===== config.mk =====
export PLATFORM = sky130hd
export DESIGN_NAME = insn_byte_serializer
export DESIGN_NICKNAME = d
export VERILOG_FILES = /design/src/rtl/insn_byte_serializer_pkg.sv /design/src/rtl/insn_byte_serializer_fmt_lut.sv /design/src/rtl/insn_byte_serializer.sv
export SDC_FILE = /design/constraint.sdc
export NUM_CORES = 1
export LEC_CHECK = 0
export CAP_MARGIN = 20
export CORE_MARGIN = 2
export CORE_UTILIZATION = 57
export DETAILED_ROUTE_END_ITERATION = 6
export PLACE_DENSITY = 0.82
export SLEW_MARGIN = 10
export SYNTH_ARGS = -nofsm -noshare
export SYNTH_HDL_FRONTEND = slang
export SYNTH_SLANG_ARGS = --single-unit
export TNS_END_PERCENT = 10

===== constraint.sdc =====
create_clock -name clk -period 6.39 [get_ports clk]
set_clock_uncertainty 0.05 [all_clocks]
set_input_delay 0.9585 -clock clk [delete_from_list [all_inputs] [get_ports clk]]
set_output_delay 0.9585 -clock clk [all_outputs]
set_load 0.01 [all_outputs]

===== src/rtl/insn_byte_serializer_pkg.sv =====
// Shared definitions for the instruction byte serializer: class indices, opcode bytes,
// immediate lengths, FSM encoding and the per-class format record.
package insn_byte_serializer_pkg;

  localparam int IDX_80  = 0;
  localparam int IDX_81  = 1;
  localparam int IDX_82  = 2;
  localparam int IDX_83  = 3;
  localparam int IDX_87  = 4;
  localparam int IDX_B0  = 5;
  localparam int IDX_C0  = 6;
  localparam int IDX_C1  = 7;
  localparam int IDX_D0  = 8;
  localparam int IDX_D1  = 9;
  localparam int IDX_D2  = 10;
  localparam int IDX_D3  = 11;
  localparam int IDX_FD  = 12;
  localparam int IDX_FE  = 13;
  localparam int IDX_FF  = 14;
  localparam int IDX_NUM = 15;

  localparam logic [7:0] OPC_80 = 8'h80;
  localparam logic [7:0] OPC_81 = 8'h81;
  localparam logic [7:0] OPC_82 = 8'h82;
  localparam logic [7:0] OPC_83 = 8'h83;
  localparam logic [7:0] OPC_87 = 8'h87;
  localparam logic [7:0] OPC_B0 = 8'hB0;
  localparam logic [7:0] OPC_C0 = 8'hC0;
  localparam logic [7:0] OPC_C1 = 8'hC1;
  localparam logic [7:0] OPC_D0 = 8'hD0;
  localparam logic [7:0] OPC_D1 = 8'hD1;
  localparam logic [7:0] OPC_D2 = 8'hD2;
  localparam logic [7:0] OPC_D3 = 8'hD3;
  localparam logic [7:0] OPC_FD = 8'hFD;
  localparam logic [7:0] OPC_FE = 8'hFE;
  localparam logic [7:0] OPC_FF = 8'hFF;

  localparam logic [7:0] PFX_OPSIZE = 8'h66;

  localparam logic [2:0] IMM_NONE  = 3'd0;
  localparam logic [2:0] IMM_BYTE  = 3'd1;
  localparam logic [2:0] IMM_WORD  = 3'd2;
  localparam logic [2:0] IMM_DWORD = 3'd4;

  typedef enum logic [2:0] {
    ST_IDLE,
    ST_PFX,
    ST_OPC,
    ST_MODRM,
    ST_IMM
  } state_t;

  typedef struct packed {
    logic [7:0] opcode;
    logic       has_modrm;
    logic [2:0] imm_len;
    logic       wcap;
    logic       illegal;
  } insn_fmt_t;

endpackage


===== src/rtl/insn_byte_serializer_fmt_lut.sv =====
// Combinational class-index to instruction-format table; the exact inverse of the decode
// hash for indices 0..14, anything above flagged illegal.
import insn_byte_serializer_pkg::*;

module insn_fmt_lut #(
  parameter int IDX_W = 5
) (
  input  logic [IDX_W-1:0] idx,
  input  logic             op16,
  output insn_fmt_t        fmt
);

  always_comb begin
    fmt           = '0;
    fmt.has_modrm = 1'b1;
    fmt.imm_len   = IMM_NONE;
    case (32'(idx))
      IDX_80: begin fmt.opcode = OPC_80; fmt.imm_len = IMM_BYTE; end
      IDX_81: begin
        fmt.opcode  = OPC_81;
        fmt.imm_len = op16 ? IMM_WORD : IMM_DWORD;
        fmt.wcap    = 1'b1;
      end
      IDX_82: begin fmt.opcode = OPC_82; fmt.imm_len = IMM_BYTE; end
      IDX_83: begin fmt.opcode = OPC_83; fmt.imm_len = IMM_BYTE; fmt.wcap = 1'b1; end
      IDX_87: begin fmt.opcode = OPC_87; fmt.wcap = 1'b1; end
      IDX_B0: begin fmt.opcode = OPC_B0; fmt.imm_len = IMM_BYTE; fmt.has_modrm = 1'b0; end
      IDX_C0: begin fmt.opcode = OPC_C0; fmt.imm_len = IMM_BYTE; end
      IDX_C1: begin fmt.opcode = OPC_C1; fmt.imm_len = IMM_BYTE; fmt.wcap = 1'b1; end
      IDX_D0: fmt.opcode = OPC_D0;
      IDX_D1: begin fmt.opcode = OPC_D1; fmt.wcap = 1'b1; end
      IDX_D2: fmt.opcode = OPC_D2;
      IDX_D3: begin fmt.opcode = OPC_D3; fmt.wcap = 1'b1; end
      IDX_FD: begin fmt.opcode = OPC_FD; fmt.has_modrm = 1'b0; end
      IDX_FE: fmt.opcode = OPC_FE;
      IDX_FF: begin fmt.opcode = OPC_FF; fmt.wcap = 1'b1; end
      default: begin
        fmt.illegal   = 1'b1;
        fmt.has_modrm = 1'b0;
      end
    endcase
  end

endmodule


===== src/rtl/insn_byte_serializer.sv =====
// Turns a class index plus operands into a legal x86 byte stream (0x66, opcode, ModRM,
// little-endian immediate), one byte per output handshake.
import insn_byte_serializer_pkg::*;

module insn_byte_serializer #(
  parameter bit PREFIX_EN = 1'b1,
  parameter int IDX_W     = 5
) (
  input  logic             clk,
  input  logic             rst_n,
  input  logic             in_valid,
  output logic             in_ready,
  input  logic [IDX_W-1:0] in_idx,
  input  logic [7:0]       in_modrm,
  input  logic [31:0]      in_imm,
  input  logic             in_op16,
  output logic             out_valid,
  input  logic             out_ready,
  output logic [7:0]       out_byte,
  output logic             out_last,
  output logic             out_err
);

  state_t      state, state_nxt;
  logic [1:0]  cnt, cnt_nxt;
  logic [7:0]  opcode_q, modrm_q;
  logic        has_modrm_q;
  logic [2:0]  imm_len_q;
  logic [31:0] imm_q;

  insn_fmt_t   lut_fmt;
  logic        accept, hs, req_bad;
  logic [7:0]  opc_src, modrm_src;
  logic        has_modrm_src;
  logic [2:0]  len_src;
  logic [31:0] imm_src;
  logic [7:0]  byte_nxt;
  logic        last_nxt;

  insn_fmt_lut #(.IDX_W(IDX_W)) u_lut (
    .idx  (in_idx),
    .op16 (in_op16),
    .fmt  (lut_fmt)
  );

  assign in_ready  = (state == ST_IDLE);
  assign out_valid = (state != ST_IDLE);
  assign accept    = in_valid & in_ready;
  assign hs        = out_valid & out_ready;
  assign req_bad   = lut_fmt.illegal | (lut_fmt.has_modrm & (in_modrm[7:6] != 2'b11));

  // While idle the first byte is built straight from the request being accepted.
  assign opc_src       = in_ready ? lut_fmt.opcode    : opcode_q;
  assign modrm_src     = in_ready ? in_modrm          : modrm_q;
  assign has_modrm_src = in_ready ? lut_fmt.has_modrm : has_modrm_q;
  assign len_src       = in_ready ? lut_fmt.imm_len   : imm_len_q;
  assign imm_src       = in_ready ? in_imm            : imm_q;

  always_comb begin
    state_nxt = state;
    cnt_nxt   = cnt;
    case (state)
      ST_IDLE: begin
        if (accept && !req_bad)
          state_nxt = (PREFIX_EN && in_op16 && lut_fmt.wcap) ? ST_PFX : ST_OPC;
      end
      ST_PFX: begin
        if (hs) state_nxt = ST_OPC;
      end
      ST_OPC: begin
        if (hs) begin
          cnt_nxt = 2'd0;
          if (has_modrm_src)          state_nxt = ST_MODRM;
          else if (len_src != IMM_NONE) state_nxt = ST_IMM;
          else                        state_nxt = ST_IDLE;
        end
      end
      ST_MODRM: begin
        if (hs) begin
          cnt_nxt   = 2'd0;
          state_nxt = (len_src != IMM_NONE) ? ST_IMM : ST_IDLE;
        end
      end
      ST_IMM: begin
        if (hs) begin
          if ({1'b0, cnt} == len_src - 3'd1) state_nxt = ST_IDLE;
          else                               cnt_nxt   = cnt + 2'd1;
        end
      end
      default: state_nxt = ST_IDLE;
    endcase
  end

  // The output stage is reloaded every cycle from the upcoming state, so a stalled byte
  // simply recomputes to the same value.
  always_comb begin
    byte_nxt = 8'h00;
    last_nxt = 1'b0;
    case (state_nxt)
      ST_PFX:   byte_nxt = PFX_OPSIZE;
      ST_OPC: begin
        byte_nxt = opc_src;
        last_nxt = !has_modrm_src && (len_src == IMM_NONE);
      end
      ST_MODRM: begin
        byte_nxt = modrm_src;
        last_nxt = (len_src == IMM_NONE);
      end
      ST_IMM: begin
        byte_nxt = imm_src[{cnt_nxt, 3'b000} +: 8];
        last_nxt = ({1'b0, cnt_nxt} == len_src - 3'd1);
      end
      default: ;
    endcase
  end

  always_ff @(posedge clk or negedge rst_n) begin
    if (!rst_n) begin
      state    <= ST_IDLE;
      cnt      <= 2'd0;
      out_byte <= 8'h00;
      out_last <= 1'b0;
      out_err  <= 1'b0;
    end else begin
      state    <= state_nxt;
      cnt      <= cnt_nxt;
      out_byte <= byte_nxt;
      out_last <= last_nxt;
      out_err  <= accept & req_bad;
    end
  end

  always_ff @(posedge clk or negedge rst_n) begin
    if (!rst_n) begin
      opcode_q    <= 8'h00;
      modrm_q     <= 8'h00;
      has_modrm_q <= 1'b0;
      imm_len_q   <= IMM_NONE;
      imm_q       <= 32'h0;
    end else if (accept && !req_bad) begin
      opcode_q    <= lut_fmt.opcode;
      modrm_q     <= in_modrm;
      has_modrm_q <= lut_fmt.has_modrm;
      imm_len_q   <= lut_fmt.imm_len;
      imm_q       <= in_imm;
    end
  end

endmodule


==> results_dict.tcl, run 1 <==
set metrics [dict create \
    cts.hold.buffers_added 0 \
    final_common_cell "sky130_fd_sc_hd__dfrtp_1" \
    placeableCoreArea_um2 5960 \
    synth_edf_count 0 \
    clock_latency_on_the_worst_skew_pair_ns 0.35 \
    final.period_utilization_pct 72.8 \
    critical_path_arrival_ns 4.82 \
    overall_global_routing_usage_pct 25.2 \
    numCtsBuffers 9 \
    post_cts.repair.setup_buffers 0 \
    share_of_layout_cells_above_drive_strength_1_pct 19.4 \
    gp_congestion 0.912 \
    hpwl_um 5480 \
    finish.net_count 439 \
    vias_in_the_first_global_route 2604 \
    max-clock-path-buffers 2 \
    initial_core_util_pct 59.2 \
    ws_path_type "input port to flop" \
    max_cap_violations 0 \
    slew_headroom_pct 44.2 \
    yosys_most_used_dff "sky130_fd_sc_hd__dfrtp_1" \
    route.detailed.vias_per_inst 5.87 \
    antenna_cells_inserted 0 \
    synth_warnings 0 \
    clock-sinks 67 \
    synth_top_cell_by_area "sky130_fd_sc_hd__dfrtp_1" \
    seq_area_frac_synth_pct 47.6 \
    final_max_slew_viol_count 0 \
    final_cell_mix "sky130_fd_sc_hd__dfrtp_1, sky130_fd_sc_hd__clkdlybuf4s50_1, sky130_fd_sc_hd__mux2_2" \
    vdd_drop_max_mv 0.315 \
    syn_avg_cell_area_um2 10.7 \
    post_drt_wl_per_cell_um 16.9 \
    power.total_mw 1.88 \
    cp-start-kind "input port" \
    r2r_cells 14 \
    die_h_um 82.6 \
    grt_setup_unrepaired "false" \
    outcome "finished clean" \
    worst_setup_path_end_kind "flop" \
    layout_min_cycle_time_ns 4.65 \
    synth.net_count 381 \
    nFillCells 432 \
    worstReg2RegStart "state[2]" \
    synth.cell_area_um2 3520 \
    hp-class "flop to flop" \
    final-hold-violation-count 0 \
    grt_start_max_net_pins 68 \
    area.growth.synth_to_final_pct 23.9 \
    critical_path_peak_fanout 13 \
    ys_seq_elements 67 \
    design.portCount 62 \
    maxClockFrequency_mhz 215 \
    totalWireLength_um 7910 \
    drtAntennaViolNets 0 \
    path_clk_slew_ns 0.07 \
    post_synth_main_area_contributors "sky130_fd_sc_hd__dfrtp_1, sky130_fd_sc_hd__mux2_2, sky130_fd_sc_hd__mux2i_1" \
    synthesis.instances 329 \
    dieWidth_um 82.6 \
    crit_required_ns 6.56 \
    r2r_setup_slack_ns 2.15 \
    clockRootBuffer "sky130_fd_sc_hd__clkbuf_8" \
    rows 28 \
    synth.lib_cells_used.distinct 45 \
    tightest_slew_ns 0.837 \
    worst_r2r_endpoint "out_byte[2]" \
    cts_h_tree_depth 3 \
    total_overflow_reported_by_the_global_router 0 \
    clock_tree_from_tritoncts "done" \
    synthDominantCellAreaShare_pct 47.6 \
    hp-start "opcode_q[3]" \
    finalSetupTns_ns 0 \
    iter_0_drt_violations 235 \
    first_pass_iters 5 \
    grt_antenna_before_repair 0 \
    detailroute.via_count 2742 \
    power_density_nw_per_um2 430 \
    timing.hold.worst_endpoint "opcode_q[3]" \
    cellLeakagePower_nw 1.97 \
    die-area_um2 6830 \
    setup_violations 0 \
    drc 0 \
    placement.io_buffers 61 \
    fraction_of_registers_with_async_set_reset_pct 100 \
    worstHoldPathCells 2 \
    grt_pass1_wl_um 12700 \
    cts-resized-gates 0 \
]
cell usage after synthesis (2+ instances only):
library cell,number
sky130_fd_sc_hd__a21o_1,3
sky130_fd_sc_hd__mux2_2,44
sky130_fd_sc_hd__nand2b_1,8
sky130_fd_sc_hd__o22ai_1,3
sky130_fd_sc_hd__nor4_1,3
sky130_fd_sc_hd__mux2i_1,25
sky130_fd_sc_hd__xnor2_1,3
sky130_fd_sc_hd__nor2_1,11
sky130_fd_sc_hd__nand3_1,5
sky130_fd_sc_hd__or4_1,2
sky130_fd_sc_hd__or3_1,5
sky130_fd_sc_hd__a31oi_1,5
sky130_fd_sc_hd__mux4_2,2
sky130_fd_sc_hd__and2_1,4
sky130_fd_sc_hd__clkbuf_1,5
sky130_fd_sc_hd__inv_1,8
sky130_fd_sc_hd__a21oi_1,23
sky130_fd_sc_hd__nor3_1,2
sky130_fd_sc_hd__ha_1,2
sky130_fd_sc_hd__nand2_1,41
sky130_fd_sc_hd__nor2b_1,3
sky130_fd_sc_hd__buf_2,8
sky130_fd_sc_hd__o211ai_1,2
sky130_fd_sc_hd__buf_6,2
sky130_fd_sc_hd__buf_1,3
sky130_fd_sc_hd__o21ai_0,15
sky130_fd_sc_hd__a211o_1,3
sky130_fd_sc_hd__dfrtp_1,67
sky130_fd_sc_hd__and3_1,6
metal layers:
| metal | share of wire (%) | track usage [%] |
|---|---|---|
| met5 | 0 | 0 |
| met4 | 1.8 | 9.02 |
| met2 | 49 | 39.0 |
| met3 | 4.9 | 4.67 |
| met1 | 44 | 35.7 |
through the flow:
| step | hold slack [ns] | area, µm² | std cells | setup WS [ns] | util (%) |
|---|---|---|---|---|---|
| 2_1_floorplan | 0.386 | 3520 | 329 | 2.34 | - |
| 4_1_cts | 0.436 | 4370 | 467 | 1.73 | 73.3 |
| 5_1_grt | 0.455 | 4370 | 467 | 1.53 | 73.3 |
| 6_report | 0.435 | 4370 | 467 | 1.74 | 73.3 |
| 3_3_place_gp | 0.412 | 4160 | 451 | 1.57 | 69.9 |
| 3_5_place_dp | 0.412 | 4160 | 451 | 1.39 | 69.9 |
cell type report:
type	count	area, µm²	share of cell area (%)
Clock inverter	6	63.8	1.46
Multi-Input combinational cell	234	1710	39.2
Sequential cell	67	1680	38.4
Inverter	9	38.8	0.889
Tap cell	75	93.8	2.15
Timing Repair Buffer	66	643	14.7
Clock buffer	10	138	3.15
state kept, by name, summed over array words and instances (netlist names):
register     count
out_byte         8
has_modrm_q      1
opcode_q         8
state            3
modrm_q          8
imm_len_q        3
out_err          1
imm_q           32
cnt              2
out_last         1
cell families (layout without fill, tap and decap cells):
kind of cell             after synthesis  after routing  share of synthesized area, %
AND/OR/NAND/NOR                       94             94                          13.1
multiplexers                          71             71                          22.4
AO/OA/AOI/OAI                         63             63                          11.2
XOR/XNOR                               4              4                         0.994
adder cells (fa/ha/maj)                2              2                         0.710
flip-flops                            67             67                          47.6
buffers and inverters                 28             91                          3.94
report_power, final:
| part | internal [mW] | total (mW) | switching, mW |
|---|---|---|---|
| clock | 0.191 | 0.361 | 0.170 |
| sequential | 0.611 | 0.722 | 0.111 |
| combinational | 0.397 | 0.793 | 0.396 |
| total | 1.20 | 1.88 | 0.677 |
how the worst max path moves through the flow:
| stage | startpoint | to | cells after the start |
|---|---|---|---|
| 2_1_floorplan | in_idx[4] | out_byte[1] | 13 |
| 3_3_place_gp | in_idx[4] | out_byte[6] | 13 |
| 3_5_place_dp | in_idx[4] | out_byte[2] | 13 |
| 4_1_cts | in_idx[4] | out_byte[2] | 13 |
| 5_1_grt | in_idx[4] | out_byte[2] | 13 |
| 6_report | in_idx[4] | out_byte[2] | 13 |
worst max-delay path, cell delays in order:
cell	delay, ns
sky130_fd_sc_hd__clkdlybuf4s50_1	0.60
sky130_fd_sc_hd__or2_2	0.39
sky130_fd_sc_hd__nor4_1	0.34
sky130_fd_sc_hd__mux2i_1	0.14
sky130_fd_sc_hd__ha_1	0.36
sky130_fd_sc_hd__xor2_1	0.22
sky130_fd_sc_hd__nand2_1	0.11
sky130_fd_sc_hd__and3_1	0.20
sky130_fd_sc_hd__o21ai_2	0.35
sky130_fd_sc_hd__buf_4	0.33
sky130_fd_sc_hd__mux2i_1	0.20
sky130_fd_sc_hd__a21oi_1	0.08
sky130_fd_sc_hd__or4_1	0.52
(Power assumes the default switching activity.)
==> run 2: changes to the inputs <==
--- a/config.mk
+++ b/config.mk
@@ -7,9 +7,9 @@
 export LEC_CHECK = 0
 export CAP_MARGIN = 20
 export CORE_MARGIN = 2
-export CORE_UTILIZATION = 57
+export CORE_UTILIZATION = 48
 export DETAILED_ROUTE_END_ITERATION = 6
-export PLACE_DENSITY = 0.82
+export PLACE_DENSITY = 0.74
 export SLEW_MARGIN = 10
 export SYNTH_ARGS = -nofsm -noshare
 export SYNTH_HDL_FRONTEND = slang
==> constraint.sdc (replaced) <==
create_clock -name clk -period 4.1 [get_ports clk]
set_clock_uncertainty 0.05 [all_clocks]
set_input_delay 0.615 -clock clk [delete_from_list [all_inputs] [get_ports clk]]
set_output_delay 0.615 -clock clk [all_outputs]
set_load 0.01 [all_outputs]
==> results_dict.tcl, run 2 (same netlist as run 1, synthesis figures left out) <==
set metrics [dict create \
    setup_ws_ns 0.314 \
    clock_latency_on_the_worst_skew_pair_ns 0.33 \
    clock-sinks 67 \
    nFillCells 584 \
    total_overflow_reported_by_the_global_router 0 \
    timing.critical_path.cells "clkdlybuf4s50_1 -> or2_2 -> nor4_1 -> mux2i_1 -> ha_1 -> xor2_1 -> nand2_1 -> and3_1 -> o21ai_2 -> buf_12 -> mux2i_1 -> a21oi_1 -> or4_1" \
    dieWidth_um 89.7 \
    finish.net_count 447 \
    initial_core_util_pct 49.1 \
    iter_0_drt_violations 218 \
    area_of_all_placed_cells_without_fillers_um2 4430 \
    critPathBufInv 2 \
    cellLeakagePower_nw 2.00 \
    largest_register "imm_q" \
    tightest_slew_ns 0.918 \
    slew_headroom_pct 38.8 \
    final_max_slew_viol_count 0 \
    drc 0 \
    area_taken_by_multi_input_logic_gates_um2 1710 \
    clockRootBuffer "sky130_fd_sc_hd__clkbuf_8" \
    power_density_nw_per_um2 648 \
    post_cts.repair.setup_buffers 0 \
    placeableCoreArea_um2 7180 \
    grt_setup_unrepaired "false" \
    setup_violations 0 \
    route.detailed.vias_per_inst 5.41 \
    worst_path_dominant_cell_family "simple AND/OR/NAND/NOR gates" \
    largest_register_ff_count 32 \
    hp-class "input port to asynchronous set/reset pin" \
    crit_required_ns 4.26 \
    vias_in_the_first_global_route 2610 \
    ws_path_type "input port to flop" \
    path_clk_slew_ns 0.07 \
    clock_tree_from_tritoncts "done" \
    final_cell_mix "sky130_fd_sc_hd__dfrtp_1, sky130_fd_sc_hd__clkdlybuf4s50_1, sky130_fd_sc_hd__mux2_2" \
    final_common_cell "sky130_fd_sc_hd__dfrtp_1" \
    first_pass_iters 4 \
    power.total_mw 2.87 \
    grt_pass1_wl_um 12700 \
    area.growth.synth_to_final_pct 25.9 \
    numCtsBuffers 9 \
    antenna_cells_inserted 0 \
    worst_setup_path_end_kind "flop" \
    design.portCount 62 \
    hpwl_um 5720 \
    gp_congestion 0.889 \
    max-clock-path-buffers 2 \
    share_of_layout_cells_above_drive_strength_1_pct 20.8 \
    dp_slack_ns -0.00874 \
    cts_h_tree_depth 3 \
    layout_min_cycle_time_ns 3.79 \
    layout.area.seq_um2 1680 \
    grt_start_max_net_pins 43 \
    outcome "finished clean" \
    grt_antenna_before_repair 0 \
    cts-resized-gates 0 \
    totalWireLength_um 7840 \
    final.period_utilization_pct 92.3 \
    rows 31 \
    post_drt_wl_per_cell_um 15.7 \
    cts.hold.buffers_added 0 \
    placement.io_buffers 61 \
    cp-start-kind "input port" \
    die-area_um2 8040 \
    critical_path_arrival_ns 3.94 \
    cp_slowest_stage_delay_ns 0.50 \
    die_h_um 89.7 \
    crit_path_top_delay_cell "sky130_fd_sc_hd__or4_1" \
    maxClockFrequency_mhz 264 \
    max_cap_violations 0 \
    overall_global_routing_usage_pct 20.9 \
    crit_path_frequent_cell "sky130_fd_sc_hd__mux2i_1" \
    drtAntennaViolNets 0 \
    vdd_drop_max_mv 0.404 \
    detailed_place.area_um2 4270 \
    final-hold-violation-count 0 \
    detailroute.via_count 2696 \
    critical_path_peak_fanout 18 \
]
## run 2: path summary, 6_finish.rpt
kind                                to  slack [ns]         from  depth (start not counted)
max                        out_byte[6]        0.31    in_idx[4]                         13
min                          imm_q[15]        0.36        rst_n                          1
max reg2reg                out_byte[6]        0.45     state[2]                         13
min reg2reg                opcode_q[3]        0.43  opcode_q[3]                          2
max in group asynchronous   modrm_q[5]        2.75        rst_n                          2
min in group clk           opcode_q[3]        0.43  opcode_q[3]                          2
## run 2: metrics by stage
stage | util [%] | hold slack [ns] | setup TNS [ns] | instances
global route | 61.8 | 0.415 | 0 | 498
global placement | 59.5 | 0.408 | 0 | 483
CTS | 61.8 | 0.384 | 0 | 498
floorplan | - | 0.269 | 0 | 329
finish | 61.8 | 0.361 | 0 | 498
detailed placement | 59.5 | 0.408 | -0.00874 | 483
## run 2: cell type report
class	instances	area share, %
tap	99	2.79
multi-input combinational	234	38.6
clock inverter	5	0.677
inverter	9	0.875
clock buffer	10	3.10
timing repair buffer	74	16.1
sequential	67	37.8
## run 2: metal layers
layer	global-route usage (%)	vias to the layer above	routed length [µm]	part of all wire (%)
met4	6.92	0	154	2.0
met3	4.66	13	353	4.5
li1	-	1299	-	-
met5	0	-	0	0
met1	28.9	1318	3500	45
met2	32.7	66	3830	49
## run 2: where the power goes
part | total [mW] | switching, mW | internal [mW]
clock network | 0.469 | 0.240 | 0.229
registers | 1.13 | 0.172 | 0.954
logic | 1.28 | 0.623 | 0.655
total | 2.87 | 1.03 | 1.84
## run 2: worst register-to-register path: stages, from the launching register on
cell and delay (ns):
sky130_fd_sc_hd__dfrtp_1 0.48, sky130_fd_sc_hd__or3_1 0.50, sky130_fd_sc_hd__clkinv_4 0.10, sky130_fd_sc_hd__o211ai_1 0.12, sky130_fd_sc_hd__and2_1 0.19, sky130_fd_sc_hd__ha_1 0.33, sky130_fd_sc_hd__xor2_1 0.20, sky130_fd_sc_hd__nand2_1 0.12
sky130_fd_sc_hd__and3_1 0.21, sky130_fd_sc_hd__o21ai_2 0.20, sky130_fd_sc_hd__buf_12 0.20, sky130_fd_sc_hd__mux2i_1 0.23, sky130_fd_sc_hd__a21oi_1 0.09, sky130_fd_sc_hd__or4_1 0.50
